### config.mk
export PLATFORM = sky130hd
export DESIGN_NAME = decode_queue_flat
export DESIGN_NICKNAME = d
export VERILOG_FILES = /design/src/rtl/decode_queue_pkg.sv /design/src/rtl/decode_queue_if.sv /design/src/rtl/decode_fields.sv /design/src/rtl/decode_queue.sv /design/src/flat_wrapper.sv
export SDC_FILE = /design/constraint.sdc
export NUM_CORES = 1
export LEC_CHECK = 0
export ABC_CLOCK_PERIOD_IN_PS = 10100
export BUFFER_PORTS_ARGS = -buffer_cell sky130_fd_sc_hd__buf_2
export CAP_MARGIN = 20
export CORE_MARGIN = 4
export CORE_UTILIZATION = 45
export DETAILED_ROUTE_END_ITERATION = 8
export PLACE_DENSITY = 0.77
export REMOVE_ABC_BUFFERS = 1
export SKIP_CTS_REPAIR_TIMING = 1
export SYNTH_ARGS = -nofsm -noshare
export SYNTH_HDL_FRONTEND = slang
export SYNTH_SLANG_ARGS = --single-unit
### constraint.sdc
create_clock -name clk -period 10.1 [get_ports clk]
set_input_delay 1.515 -clock clk [delete_from_list [all_inputs] [get_ports clk]]
set_output_delay 1.515 -clock clk [all_outputs]
set_load 0.05 [all_outputs]
### src/rtl/decode_queue_pkg.sv
// Shared RV32I decode constants, instruction-type codes and the decoded-entry
// record passed from the field decoder into the decode queue.
package decode_queue_pkg;

  localparam logic [6:0] OPCODE_U_LUI    = 7'b0110111;
  localparam logic [6:0] OPCODE_U_AUIPC  = 7'b0010111;
  localparam logic [6:0] OPCODE_J_JAL    = 7'b1101111;
  localparam logic [6:0] OPCODE_I_JALR   = 7'b1100111;
  localparam logic [6:0] OPCODE_B_BRANCH = 7'b1100011;
  localparam logic [6:0] OPCODE_I_LOAD   = 7'b0000011;
  localparam logic [6:0] OPCODE_S_STORE  = 7'b0100011;
  localparam logic [6:0] OPCODE_I_IMM    = 7'b0010011;
  localparam logic [6:0] OPCODE_R_OP     = 7'b0110011;
  localparam logic [6:0] OPCODE_I_FENCE  = 7'b0001111;
  localparam logic [6:0] OPCODE_I_CSR    = 7'b1110011;

  // funct3/funct7 values used by the legality checks
  localparam logic [2:0] F3_ADD_SUB   = 3'b000;
  localparam logic [2:0] F3_SLL       = 3'b001;
  localparam logic [2:0] F3_SR        = 3'b101;
  localparam logic [2:0] F3_JALR      = 3'b000;
  localparam logic [2:0] F3_STORE_MAX = 3'b010;
  localparam logic [6:0] F7_BASE      = 7'h00;
  localparam logic [6:0] F7_ALT       = 7'h20;

  typedef enum logic [3:0] {
    TYPE_R       = 4'd0,
    TYPE_I       = 4'd1,
    TYPE_S       = 4'd2,
    TYPE_B       = 4'd3,
    TYPE_U       = 4'd4,
    TYPE_J       = 4'd5,
    TYPE_INVALID = 4'hF
  } instr_type_e;

  typedef struct packed {
    logic [6:0]  opcode;
    logic [4:0]  rd;
    logic [2:0]  funct3;
    logic [4:0]  rs1;
    logic [4:0]  rs2;
    logic [6:0]  funct7;
    instr_type_e typ;
    logic [31:0] imm;
    logic        illegal;
  } decoded_t;

endpackage

### src/rtl/decode_queue_if.sv
// Fetch-side and execute-side handshake bundle of the decode queue.
interface decode_queue_if
  import decode_queue_pkg::*;
#(
  parameter int PC_W = 32
);
  logic            in_valid;
  logic            in_ready;
  logic [31:0]     in_instr;
  logic [PC_W-1:0] in_pc;

  logic            out_valid;
  logic            out_ready;
  logic [6:0]      out_opcode;
  logic [4:0]      out_rd;
  logic [2:0]      out_funct3;
  logic [4:0]      out_rs1;
  logic [4:0]      out_rs2;
  logic [6:0]      out_funct7;
  instr_type_e     out_type;
  logic [31:0]     out_imm;
  logic [PC_W-1:0] out_pc;
  logic            out_illegal;

  modport slave (
    input  in_valid, in_instr, in_pc, out_ready,
    output in_ready, out_valid, out_opcode, out_rd, out_funct3, out_rs1,
           out_rs2, out_funct7, out_type, out_imm, out_pc, out_illegal
  );

  modport master (
    output in_valid, in_instr, in_pc, out_ready,
    input  in_ready, out_valid, out_opcode, out_rd, out_funct3, out_rs1,
           out_rs2, out_funct7, out_type, out_imm, out_pc, out_illegal
  );
endinterface

### src/rtl/decode_fields.sv
// Combinational RV32I field decoder: instruction word -> fields, type,
// sign-extended immediate and illegal-instruction flag.
module decode_fields
  import decode_queue_pkg::*;
#(
  parameter bit EN_ZICSR = 1'b1,
  parameter bit EN_FENCE = 1'b1
) (
  input  logic [31:0] instr,
  output decoded_t    dec
);

  logic [6:0]  opcode;
  logic [2:0]  funct3;
  logic [6:0]  funct7;
  instr_type_e typ;
  logic [31:0] imm;
  logic        ill;

  assign opcode = instr[6:0];
  assign funct3 = instr[14:12];
  assign funct7 = instr[31:25];

  // NOTE: every variable gets a default before the case statements so no
  // path leaves it unassigned and no latch is inferred.
  always_comb begin
    typ = TYPE_INVALID;
    imm = '0;
    ill = 1'b0;

    case (opcode)
      OPCODE_U_LUI, OPCODE_U_AUIPC:                 typ = TYPE_U;
      OPCODE_J_JAL:                                 typ = TYPE_J;
      OPCODE_I_JALR, OPCODE_I_LOAD, OPCODE_I_IMM,
      OPCODE_I_FENCE, OPCODE_I_CSR:                 typ = TYPE_I;
      OPCODE_B_BRANCH:                              typ = TYPE_B;
      OPCODE_S_STORE:                               typ = TYPE_S;
      OPCODE_R_OP:                                  typ = TYPE_R;
      default:                                      typ = TYPE_INVALID;
    endcase

    case (typ)
      TYPE_I:  imm = {{20{instr[31]}}, instr[31:20]};
      TYPE_S:  imm = {{20{instr[31]}}, instr[31:25], instr[11:7]};
      TYPE_B:  imm = {{19{instr[31]}}, instr[31], instr[7], instr[30:25], instr[11:8], 1'b0};
      TYPE_U:  imm = {instr[31:12], 12'b0};
      TYPE_J:  imm = {{11{instr[31]}}, instr[31], instr[19:12], instr[20], instr[30:21], 1'b0};
      default: imm = '0;
    endcase

    ill = (instr[1:0] != 2'b11) || (typ == TYPE_INVALID);
    case (opcode)
      OPCODE_I_CSR:    if (!EN_ZICSR) ill = 1'b1;
      OPCODE_I_FENCE:  if (!EN_FENCE) ill = 1'b1;
      OPCODE_B_BRANCH: if (funct3 inside {3'd2, 3'd3}) ill = 1'b1;
      OPCODE_I_LOAD:   if (funct3 inside {3'd3, 3'd6, 3'd7}) ill = 1'b1;
      OPCODE_S_STORE:  if (funct3 > F3_STORE_MAX) ill = 1'b1;
      OPCODE_I_JALR:   if (funct3 != F3_JALR) ill = 1'b1;
      OPCODE_R_OP: begin
        // Only SUB and SRA use the alternate funct7
        if (!((funct7 == F7_BASE) ||
              ((funct7 == F7_ALT) && (funct3 inside {F3_ADD_SUB, F3_SR}))))
          ill = 1'b1;
      end
      OPCODE_I_IMM: begin
        if ((funct3 == F3_SLL) && (funct7 != F7_BASE))
          ill = 1'b1;
        else if ((funct3 == F3_SR) && !(funct7 inside {F7_BASE, F7_ALT}))
          ill = 1'b1;
      end
      default: ;
    endcase
  end

  assign dec = '{opcode:  opcode,
                 rd:      instr[11:7],
                 funct3:  funct3,
                 rs1:     instr[19:15],
                 rs2:     instr[24:20],
                 funct7:  funct7,
                 typ:     typ,
                 imm:     imm,
                 illegal: ill};

endmodule

### src/rtl/decode_queue.sv
// Registered RV32I decode stage: decodes on the fetch side and buffers
// decoded entries in a DEPTH-entry circular FIFO toward execute.
module decode_queue
  import decode_queue_pkg::*;
#(
  parameter int DEPTH    = 2,
  parameter int PC_W     = 32,
  parameter bit EN_ZICSR = 1'b1,
  parameter bit EN_FENCE = 1'b1
) (
  input logic           clk,
  input logic           rst_n,
  input logic           flush,
  decode_queue_if.slave bus
);

  localparam int CNT_W = $clog2(DEPTH + 1);
  localparam int PTR_W = (DEPTH > 1) ? $clog2(DEPTH) : 1;

  typedef struct packed {
    decoded_t        dec;
    logic [PC_W-1:0] pc;
  } entry_t;

  entry_t             mem [DEPTH];
  entry_t             head;
  entry_t             last_q;
  decoded_t           in_dec;
  logic [PTR_W-1:0]   wr_ptr, rd_ptr;
  logic [CNT_W-1:0]   count;
  logic               push, pop;

  function automatic logic [PTR_W-1:0] next_ptr(input logic [PTR_W-1:0] p);
    return (p == PTR_W'(DEPTH - 1)) ? '0 : p + PTR_W'(1);
  endfunction

  decode_fields #(
    .EN_ZICSR (EN_ZICSR),
    .EN_FENCE (EN_FENCE)
  ) u_fields (
    .instr (bus.in_instr),
    .dec   (in_dec)
  );

  assign bus.out_valid = (count != '0);
  // A full queue still accepts when its head leaves in the same cycle
  assign bus.in_ready  = (count < CNT_W'(DEPTH)) || bus.out_ready;
  assign push          = bus.in_valid && bus.in_ready && !flush;
  assign pop           = bus.out_valid && bus.out_ready;

  // NOTE: state registers use non-blocking assignments so every flop samples
  // pre-edge values regardless of process ordering.
  always_ff @(posedge clk or negedge rst_n) begin
    if (!rst_n) begin
      wr_ptr <= '0;
      rd_ptr <= '0;
      count  <= '0;
    end else if (flush) begin
      wr_ptr <= '0;
      rd_ptr <= '0;
      count  <= '0;
    end else begin
      if (push) wr_ptr <= next_ptr(wr_ptr);
      if (pop)  rd_ptr <= next_ptr(rd_ptr);
      case ({push, pop})
        2'b10:   count <= count + CNT_W'(1);
        2'b01:   count <= count - CNT_W'(1);
        default: count <= count;
      endcase
    end
  end

  // NOTE: the storage array carries no reset; a slot is only read after it
  // has been written, and reset-time outputs come from last_q instead.
  always_ff @(posedge clk) begin
    if (push) mem[wr_ptr] <= '{dec: in_dec, pc: bus.in_pc};
  end

  // Keeps the outputs steady once the queue drains or is flushed
  always_ff @(posedge clk or negedge rst_n) begin
    if (!rst_n)             last_q <= '0;
    else if (bus.out_valid) last_q <= mem[rd_ptr];
  end

  assign head = bus.out_valid ? mem[rd_ptr] : last_q;

  assign bus.out_opcode  = head.dec.opcode;
  assign bus.out_rd      = head.dec.rd;
  assign bus.out_funct3  = head.dec.funct3;
  assign bus.out_rs1     = head.dec.rs1;
  assign bus.out_rs2     = head.dec.rs2;
  assign bus.out_funct7  = head.dec.funct7;
  assign bus.out_type    = head.dec.typ;
  assign bus.out_imm     = head.dec.imm;
  assign bus.out_pc      = head.pc;
  assign bus.out_illegal = head.dec.illegal;

endmodule

### src/flat_wrapper.sv
// flat-port wrapper written by rule: the top's interface ports become plain ports
module decode_queue_flat import decode_queue_pkg::*;
#(
  parameter int DEPTH    = 2,
  parameter int PC_W     = 32,
  parameter bit EN_ZICSR = 1'b1,
  parameter bit EN_FENCE = 1'b1
)
  (clk, rst_n, flush, bus_in_valid, bus_in_instr, bus_in_pc, bus_out_ready, bus_in_ready, bus_out_valid, bus_out_opcode, bus_out_rd, bus_out_funct3, bus_out_rs1, bus_out_rs2, bus_out_funct7, bus_out_type, bus_out_imm, bus_out_pc, bus_out_illegal);
  decode_queue_if #(.PC_W(PC_W)) bus_i ();
  input logic clk;
  input logic rst_n;
  input logic flush;
  input wire logic [$bits(bus_i.in_valid)-1:0] bus_in_valid;
  input wire logic [$bits(bus_i.in_instr)-1:0] bus_in_instr;
  input wire logic [$bits(bus_i.in_pc)-1:0] bus_in_pc;
  input wire logic [$bits(bus_i.out_ready)-1:0] bus_out_ready;
  output wire logic [$bits(bus_i.in_ready)-1:0] bus_in_ready;
  output wire logic [$bits(bus_i.out_valid)-1:0] bus_out_valid;
  output wire logic [$bits(bus_i.out_opcode)-1:0] bus_out_opcode;
  output wire logic [$bits(bus_i.out_rd)-1:0] bus_out_rd;
  output wire logic [$bits(bus_i.out_funct3)-1:0] bus_out_funct3;
  output wire logic [$bits(bus_i.out_rs1)-1:0] bus_out_rs1;
  output wire logic [$bits(bus_i.out_rs2)-1:0] bus_out_rs2;
  output wire logic [$bits(bus_i.out_funct7)-1:0] bus_out_funct7;
  output wire logic [$bits(bus_i.out_type)-1:0] bus_out_type;
  output wire logic [$bits(bus_i.out_imm)-1:0] bus_out_imm;
  output wire logic [$bits(bus_i.out_pc)-1:0] bus_out_pc;
  output wire logic [$bits(bus_i.out_illegal)-1:0] bus_out_illegal;
  assign bus_i.in_valid = bus_in_valid;
  assign bus_i.in_instr = bus_in_instr;
  assign bus_i.in_pc = bus_in_pc;
  assign bus_i.out_ready = bus_out_ready;
  assign bus_in_ready = bus_i.in_ready;
  assign bus_out_valid = bus_i.out_valid;
  assign bus_out_opcode = bus_i.out_opcode;
  assign bus_out_rd = bus_i.out_rd;
  assign bus_out_funct3 = bus_i.out_funct3;
  assign bus_out_rs1 = bus_i.out_rs1;
  assign bus_out_rs2 = bus_i.out_rs2;
  assign bus_out_funct7 = bus_i.out_funct7;
  assign bus_out_type = bus_i.out_type;
  assign bus_out_imm = bus_i.out_imm;
  assign bus_out_pc = bus_i.out_pc;
  assign bus_out_illegal = bus_i.out_illegal;
  decode_queue #(.DEPTH(DEPTH), .PC_W(PC_W), .EN_ZICSR(EN_ZICSR), .EN_FENCE(EN_FENCE)) u_core (.clk(clk), .rst_n(rst_n), .flush(flush), .bus(bus_i));
endmodule
; Yosys cells after proc, flatten, opt, wreduce, memory -nomap -nowiden
; Memories as Yosys holds them, arrays and structs flattened.
; Index checks and enable logic that the tools add are counted.
; Widths: inputs -> output; s select.
[totals]
register_bits = 105
ram_bits = 202
in_bits = 69
out_inout_bits = 103
word_cells = 93
n_memories = 1
[op_classes]
n_addsub = 4
magnitude_cmp = 2
n_eq_ne = 27
n_mux = 21
n_reduce_logical = 25
[memory_table]
columns = name, depth, width, read_ports, rd_clocked_by_memory_dff, wr, line
row1 = u_core.mem, 2, 101, 1, 0, 1, decode_queue.sv:25  ; entry_t mem [DEPTH];
[ops]
columns = operator, count
row1 = $pmux 32 s5, 1
row2 = $mux 101, 1
row3 = $eq 7x6->1 const B, 4
row4 = $eq 7x7->1 const B, 4
row5 = $pmux 4 s6, 1
row6 = $mux 1, 15
row7 = $eq 7x5->1 const B, 2
row8 = $reduce_bool 2->1, 6
row9 = $eq 3x3->1 const B, 3
row10 = $reduce_bool 3->1, 3
row11 = $eq 4x2->1 const B, 2
row12 = $eq 4x3->1 const B, 2
row13 = $eq 7x2->1 const B, 1
row14 = $eq 7x4->1 const B, 1
row15 = $logic_not 7->1, 1
row16 = $reduce_bool 7->1, 1
row17 = $eq 3x2->1 const B, 2
row18 = $logic_and 1x1->1, 6
row19 = $pmux 1 s6, 1
row20 = $reduce_or 5->1, 1
row21 = $eq 4x1->1 const B, 1
row22 = $eq 4x4->1 const B, 1
row23 = $pmux 2 s2, 1
row24 = $eq 3x1->1 const B, 1
row25 = 13 further kinds, 17

; Logic depth before layout (Yosys ltp)
; Gate-level depths: netlist of the first run.
[logic_depth]
word_depth = 8
depth_mapped = 7
depth_no_buf = 4

; Cells and area by module
; Synthesis of the first run repeated with hierarchy kept, for this count alone.
[unflattened]
hier_cells = 834
hier_area_um2 = 12205.5
[by_module_without_submodules]
columns = module, instances, cells_per_inst, area_per_inst_um2, seq_area_each_um2
row1 = decode_queue, 1, 667, 11160.7, 8693.3
row2 = decode_fields, 1, 167, 1044.8, 0.0

; Worst setup path after synthesis of the first run
; OpenSTA, ideal clock, no wires.
[synth_timing]
path_type = input-to-reg
start = input bus_out_ready
end = memory u_core.mem[1][0] in the netlist's numbering, enable pin
setup_time_ps = 705
arrival_time_ps = 9544
t_required_ps = 9395
path_slack_ps = -149
stages = 3
path_buffers = 0
path_cell_list = nand2b_1 > nand2_1 > nor3b_1
[synth_between]
elab_chain_len = 5
[synth_lines]
columns = item, line
row1 = "start, declared", flat_wrapper.sv:17  ; input wire logic [$bits(bus_i.out_ready)-1:0] bus_out_ready;
row2 = $logic_or 1x1->1, decode_queue.sv:47  ; assign bus.in_ready = (count < CNT_W'(DEPTH)) || bus.out_ready;
row3 = $logic_and 1x1->1 (2 in series), decode_queue.sv:48  ; assign push = bus.in_valid && bus.in_ready && !flush;
row4 = $mux 1, decode_queue.sv:76  ; if (push) mem[wr_ptr] <= '{dec: in_dec, pc: bus.in_pc};
row5 = $mux 1 (implied by the code), decode_queue.sv:76
row6 = "end, declared", decode_queue.sv:25
; Every way passes these cells.

; Worst setup path after layout of the first run
[layout_timing]
start = register u_core.rd_ptr
end = output bus_out_opcode[5]
[layout_between]
elab_chain_len = 2
[layout_lines]
columns = item, line
row1 = "start, declared", decode_queue.sv:29  ; logic [PTR_W-1:0] wr_ptr, rd_ptr;
row2 = "start signal, assigned", decode_queue.sv:64  ; if (pop) rd_ptr <= next_ptr(rd_ptr);
row3 = $mem_v2 2x101, --
row4 = $mux 101, decode_queue.sv:85  ; assign head = bus.out_valid ? mem[rd_ptr] : last_q;
row5 = "end, declared", flat_wrapper.sv:20  ; output wire logic [$bits(bus_i.out_opcode)-1:0] bus_out_opcode;
; Every way passes these cells.

==> impl_metrics.tcl, run 1 <==
set metrics [dict create \
    outcome "complete, no violations" \
    p_leak_nw 5.19 \
    instances_no_fill 1322 \
    die_area_mm2 0.0287 \
    cts_tree "yes" \
    start_util_pct 46.2 \
    slew_headroom_pct 28.4 \
    path_max_fanout 58 \
    grt-ovfl-total 0 \
    die_w_um 170 \
    placed_area_mm2 0.0128 \
    yosysTopAreaCell "edfxtp_1" \
    netlist_instances 797 \
    startpoint "u_core.rd_ptr$_DFFE_PN0P_" \
    syn-cell-area_mm2 0.0117 \
    grt_pass1_vias 7040 \
    io_pins 172 \
    antenna_found_initial 0 \
    cts_root_buffer "clkbuf_16" \
    rsz0062_at_grt "false" \
    crit_slowest_cell "dfrtp_4" \
    drive_above_1_share_pct 25.0 \
    path_delay_family "flip-flops" \
    setup_violations 0 \
    dp.cells 1260 \
    wire_per_inst_um 18.0 \
    min_period_ps 4780 \
    drv_cap 0 \
    ys_types 53 \
    critical_path.cell_chain "buf_4, mux2i_1, a21oi_1, buf_2" \
    grt_usage_pct 16.4 \
    vias 6815 \
    yosysTopAreaCellShare_pct 51.7 \
    power.ir.vdd_worst_uv 162 \
    total_power_mw 3.44 \
    drt_iter0_drc 522 \
    routed_via_density 5.16 \
    htreeDepth 2 \
    arrival_ps 3270 \
    synthTopCellsByArea "edfxtp_1 52%, dfrtp_1 22%, mux2i_1 8.7%, a21oi_1 4.6%, nor2_1 3.5%" \
    power.density_mw_per_mm2 246 \
    dp.final_hpwl_mm 14.6 \
    synth_top_flop_cell "edfxtp_1" \
    synthArstFlopShare_pct 34.2 \
    drt_wl_total_mm 23.8 \
    holdWs_ps 540 \
    fmax_ghz 0.209 \
    rows 58 \
    rr_startpoint "u_core.rd_ptr$_DFFE_PN0P_" \
    grt_max_degree 89 \
    antenna_cells 0 \
    cts_buffer_depth 3 \
    clkSinkCount 307 \
    fin_area_mm2 0.0140 \
    area_growth_syn_to_layout_pct 19.3 \
    setup_ws_ps 5320 \
    hp-start "u_core.last_q[7]$_DFF_PN0_" \
    final.setup.tns_ps 0 \
    final_cell_mix "202 x edfxtp_1, 170 x buf_2, 109 x nor2_1" \
    core_mm2 0.0254 \
    finClkSkew_ps 14.8 \
    final_common_cell "edfxtp_1" \
    cts_buffers 34 \
    maxSlewViolCount 0 \
    tightestPinTransition_ps 1070 \
    fin_util_pct 55.1 \
    io_buffer_count 171 \
    antenna_left 0 \
    drc_errors 0 \
    cts.reportedPaths.clkPinSlew_ps 60 \
    die_y_um 170 \
    place_congestion 0.802 \
    worstSetupStartpointType "flop" \
    cp_num_buf_inv 2 \
    yosys_warnings 0 \
    cp-end-kind "output port" \
    max_stage_delay_ps 1120 \
    critPathKind "reg2out" \
    nets 1035 \
    grt_pass1_wl_mm 37.7 \
    syn_avg_cell_area_um2 14.7 \
    hp-class "reg2reg" \
    finalHoldViolCount 0 \
    synth_edf_count 202 \
    firstDrtPassIters 5 \
    period_share_pct 47.3 \
    ys_seq_area_share_pct 74.0 \
    worstSkewPairLatency_ps 500 \
    critPathRequiredTime_ps 8590 \
    ys_ff_latch 307 \
    pre_cts_ws_ps 5770 \
]
## metal layers
layer	vias to the layer above	wire length, um	global-route usage [%]
li1	3260	-	-
met1	3346	10200	21.6
met2	179	11900	28.1
met3	30	1300	3.35
met4	0	340	4.24
met5	-	0	0
## sequential cells by signal, summed over array words and instances (netlist names)
signal and flops:
u_core.mem 202, u_core.last_q 101, u_core.count 2, u_core.rd_ptr 1, u_core.wr_ptr 1
## cell type report
class / count / area [um2]
clock inverter: 11 / 166
sequential: 307 / 8700
inverter: 4 / 15.0
fill: 2035 / 11400
clock buffer: 51 / 1010
tap: 330 / 413
timing repair buffer: 179 / 918
multi-input combinational: 440 / 2790
## cells in the mapped netlist (2+ instances only)
cell type	n
edfxtp_1	202
nor2_1	109
a21oi_1	107
dfrtp_1	105
mux2i_1	102
buf_2	33
nand2_1	23
o21ai_0	15
a21o_1	12
and2_1	9
nand2b_1	8
clkbuf_1	6
nor3_1	5
a22o_1	4
inv_1	4
a21boi_0	3
buf_6	3
xor2_1	3
a22oi_1	2
a31oi_2	2
and3_1	2
clkbuf_8	2
nand4_1	2
nor2b_1	2
o31ai_1	2
or2_2	2
or4_1	2
## where the power goes
group	switching, mW	internal, mW	total [mW]
Clock	0.473	0.797	1.27
Combinational	0.519	0.147	0.666
Sequential	0.0422	1.47	1.51
## worst paths after layout
check / endpoint / slack [ps] / depth (start not counted)
max in group asynchronous: u_core.rd_ptr$_DFFE_PN0P_ / 7720 / 2
min reg2reg: u_core.last_q[7]$_DFF_PN0_ / 540 / 2
min: u_core.last_q[7]$_DFF_PN0_ / 540 / 2
max: bus_out_opcode[5] / 5320 / 4
min in group asynchronous: u_core.last_q[96]$_DFF_PN0_ / 1040 / 1
max reg2reg: u_core.last_q[32]$_DFF_PN0_ / 7460 / 3
## worst reg2reg max path: cells and delay by family (launching register included)
kind            cells  cell delay [ps]
mux                 1              430
compound gates      1              140
buf+inv             1              780
flops               1             1120
## logic make-up after synthesis
group / synth area share (%)
buffers and inverters: 2.36
muxes: 8.79
AOI/OAI and AO/OA: 8.09
xor gates and xnor gates: 0.224
and+or+nand+nor: 6.50
DFF: 74.0
Note: power is estimated with default switching activity, not from simulation.
==> inputs of run 2 (changes only) <==
--- a/config.mk
+++ b/config.mk
@@ -5,13 +5,13 @@
 export SDC_FILE = /design/constraint.sdc
 export NUM_CORES = 1
 export LEC_CHECK = 0
-export ABC_CLOCK_PERIOD_IN_PS = 10100
+export ABC_CLOCK_PERIOD_IN_PS = 4000
 export BUFFER_PORTS_ARGS = -buffer_cell sky130_fd_sc_hd__buf_2
 export CAP_MARGIN = 20
 export CORE_MARGIN = 4
 export CORE_UTILIZATION = 45
 export DETAILED_ROUTE_END_ITERATION = 8
-export PLACE_DENSITY = 0.77
+export PLACE_DENSITY = 0.8
 export REMOVE_ABC_BUFFERS = 1
 export SKIP_CTS_REPAIR_TIMING = 1
 export SYNTH_ARGS = -nofsm -noshare
==> constraint.sdc (replaced) <==
create_clock -name clk -period 4 [get_ports clk]
set_input_delay 0.6 -clock clk [delete_from_list [all_inputs] [get_ports clk]]
set_output_delay 0.6 -clock clk [all_outputs]
set_load 0.05 [all_outputs]
==> impl_metrics.tcl, run 2 (synthesis gave the netlist of run 1 again) <==
set metrics [dict create \
    pre_cts_ws_ps 1190 \
    grt_usage_pct 16.7 \
    io_pins 172 \
    min_period_ps 3350 \
    critPathRequiredTime_ps 3400 \
    routed_via_density 5.23 \
    start_util_pct 46.2 \
    grt_pass1_wl_mm 38.1 \
    cts.reportedPaths.clkPinSlew_ps 60 \
    power.ir.vdd_worst_uv 447 \
    maxSlewViolCount 0 \
    nets 1040 \
    cts_buffer_depth 3 \
    clkSinkCount 307 \
    regMostFlops "u_core.mem" \
    drive_above_1_share_pct 26.0 \
    cts_buffers 31 \
    fill_cells 2043 \
    antenna_cells 0 \
    setup_ws_ps 651 \
    path_max_fanout 84 \
    worstSetupStartpointType "flop" \
    power.density_mw_per_mm2 604 \
    drt_iter0_drc 570 \
    dp.final_hpwl_mm 15.3 \
    rsz0062_at_grt "false" \
    max_stage_delay_ps 790 \
    place_congestion 0.789 \
    final_cell_mix "202 x edfxtp_1, 170 x buf_2, 109 x nor2_1" \
    crit_slowest_cell "or2_4" \
    critPathKind "reg2out" \
    cp_num_buf_inv 2 \
    largestRegisters "u_core.mem (202), u_core.last_q (101), u_core.count (2)" \
    die_y_um 170 \
    arrival_ps 2750 \
    final_common_cell "edfxtp_1" \
    antenna_found_initial 1 \
    holdWs_ps 147 \
    finClkSkew_ps 7.53 \
    core_mm2 0.0254 \
    total_power_mw 8.45 \
    firstDrtPassIters 5 \
    drv_cap 0 \
    die_area_mm2 0.0287 \
    htreeDepth 1 \
    vias 6929 \
    rr_startpoint "u_core.count[1]$_DFFE_PN0P_" \
    outcome "complete, no violations" \
    worstSkewPairLatency_ps 540 \
    period_share_pct 83.7 \
    drt_wl_total_mm 24.7 \
    rows 58 \
    drc_errors 0 \
    finalHoldViolCount 0 \
    io_buffer_count 171 \
    cp-end-kind "output port" \
    startpoint "u_core.count[1]$_DFFE_PN0P_" \
    grt-ovfl-total 0 \
    wire_per_inst_um 18.6 \
    critical_path.cell_chain "or2_4, buf_4, nor2_1, a21oi_1, buf_2" \
    tightestPinTransition_ps 1010 \
    fmax_ghz 0.299 \
    hp-class "in2async" \
    seq_area_mm2 0.00870 \
    cts_root_buffer "clkbuf_16" \
    die_w_um 170 \
    slew_headroom_pct 32.9 \
    multi_input_area_mm2 0.00279 \
    largest_register_ff_count 202 \
    setup_violations 0 \
    cts_tree "yes" \
    grt_max_degree 102 \
    antenna_left 0 \
    grt_pass1_vias 7182 \
    area_growth_syn_to_layout_pct 19.2 \
    p_leak_nw 5.20 \
    path_delay_family "simple AND/OR/NAND/NOR gates" \
]
run 2: cell count changes in the layout (fill, tap and decap cells not counted), sizes merged:
cell / previous run / this run
clkinv: 5 / 12
clkbuf: 51 / 40
buf: 179 / 187
run 2: through the flow:
step | cells | utilization, % | area, um2 | setup TNS (ps)
global route | 1326 | 55.1 | 14000 | 0
global placement | 1268 | 51.0 | 12900 | 0
floorplan | 751 | - | 11500 | -1187730
detailed placement | 1268 | 51.0 | 12900 | 0
finish | 1326 | 55.1 | 14000 | 0
CTS | 1326 | 55.1 | 14000 | 0
run 2: layer usage:
metal | share of wire, % | routed length [um] | global-route usage, %
met1 | 41 | 10100 | 20.9
met2 | 51 | 12600 | 29.9
met3 | 5.4 | 1350 | 2.94
met4 | 2.8 | 695 | 5.01
met5 | 0.028 | 7 | 0
run 2: path summary, 6_finish.rpt:
kind	to	slack (ps)	depth (start not counted)
worst min-delay path	u_core.last_q[95]$_DFF_PN0_	150	1
max in group asynchronous	u_core.last_q[65]$_DFF_PN0_	2930	2
worst max register to register	u_core.last_q[75]$_DFF_PN0_	2010	4
min in group clk	u_core.mem[1][15]$_DFFE_PP_	240	1
worst max-delay path	bus_out_funct7[6]	650	5
worst min register to register	u_core.last_q[65]$_DFF_PN0_	540	2
run 2: layout make-up:
class | instances | area share (%)
clock inverters | 18 | 1.42
flip-flops and latches | 307 | 62.1
inverters | 4 | 0.107
well taps | 330 | 2.95
multi-input cells | 440 | 19.9
clock buffers | 40 | 6.14
repair buffers | 187 | 7.35
run 2: where the power goes:
group          internal, mW  total [mW]  switching, mW
Sequential             3.71        3.81          0.101
Clock                  1.77        2.92           1.15
Combinational         0.387        1.72           1.34
Total                  5.86        8.45           2.59
run 2: worst register-to-register path, delay by kind of cell (launching register included):
family	cells	cell delay [ps]
AO/OA/AOI/OAI	1	220
buffers and inverters	1	390
flip-flops	1	420
AND/OR/NAND/NOR	2	850
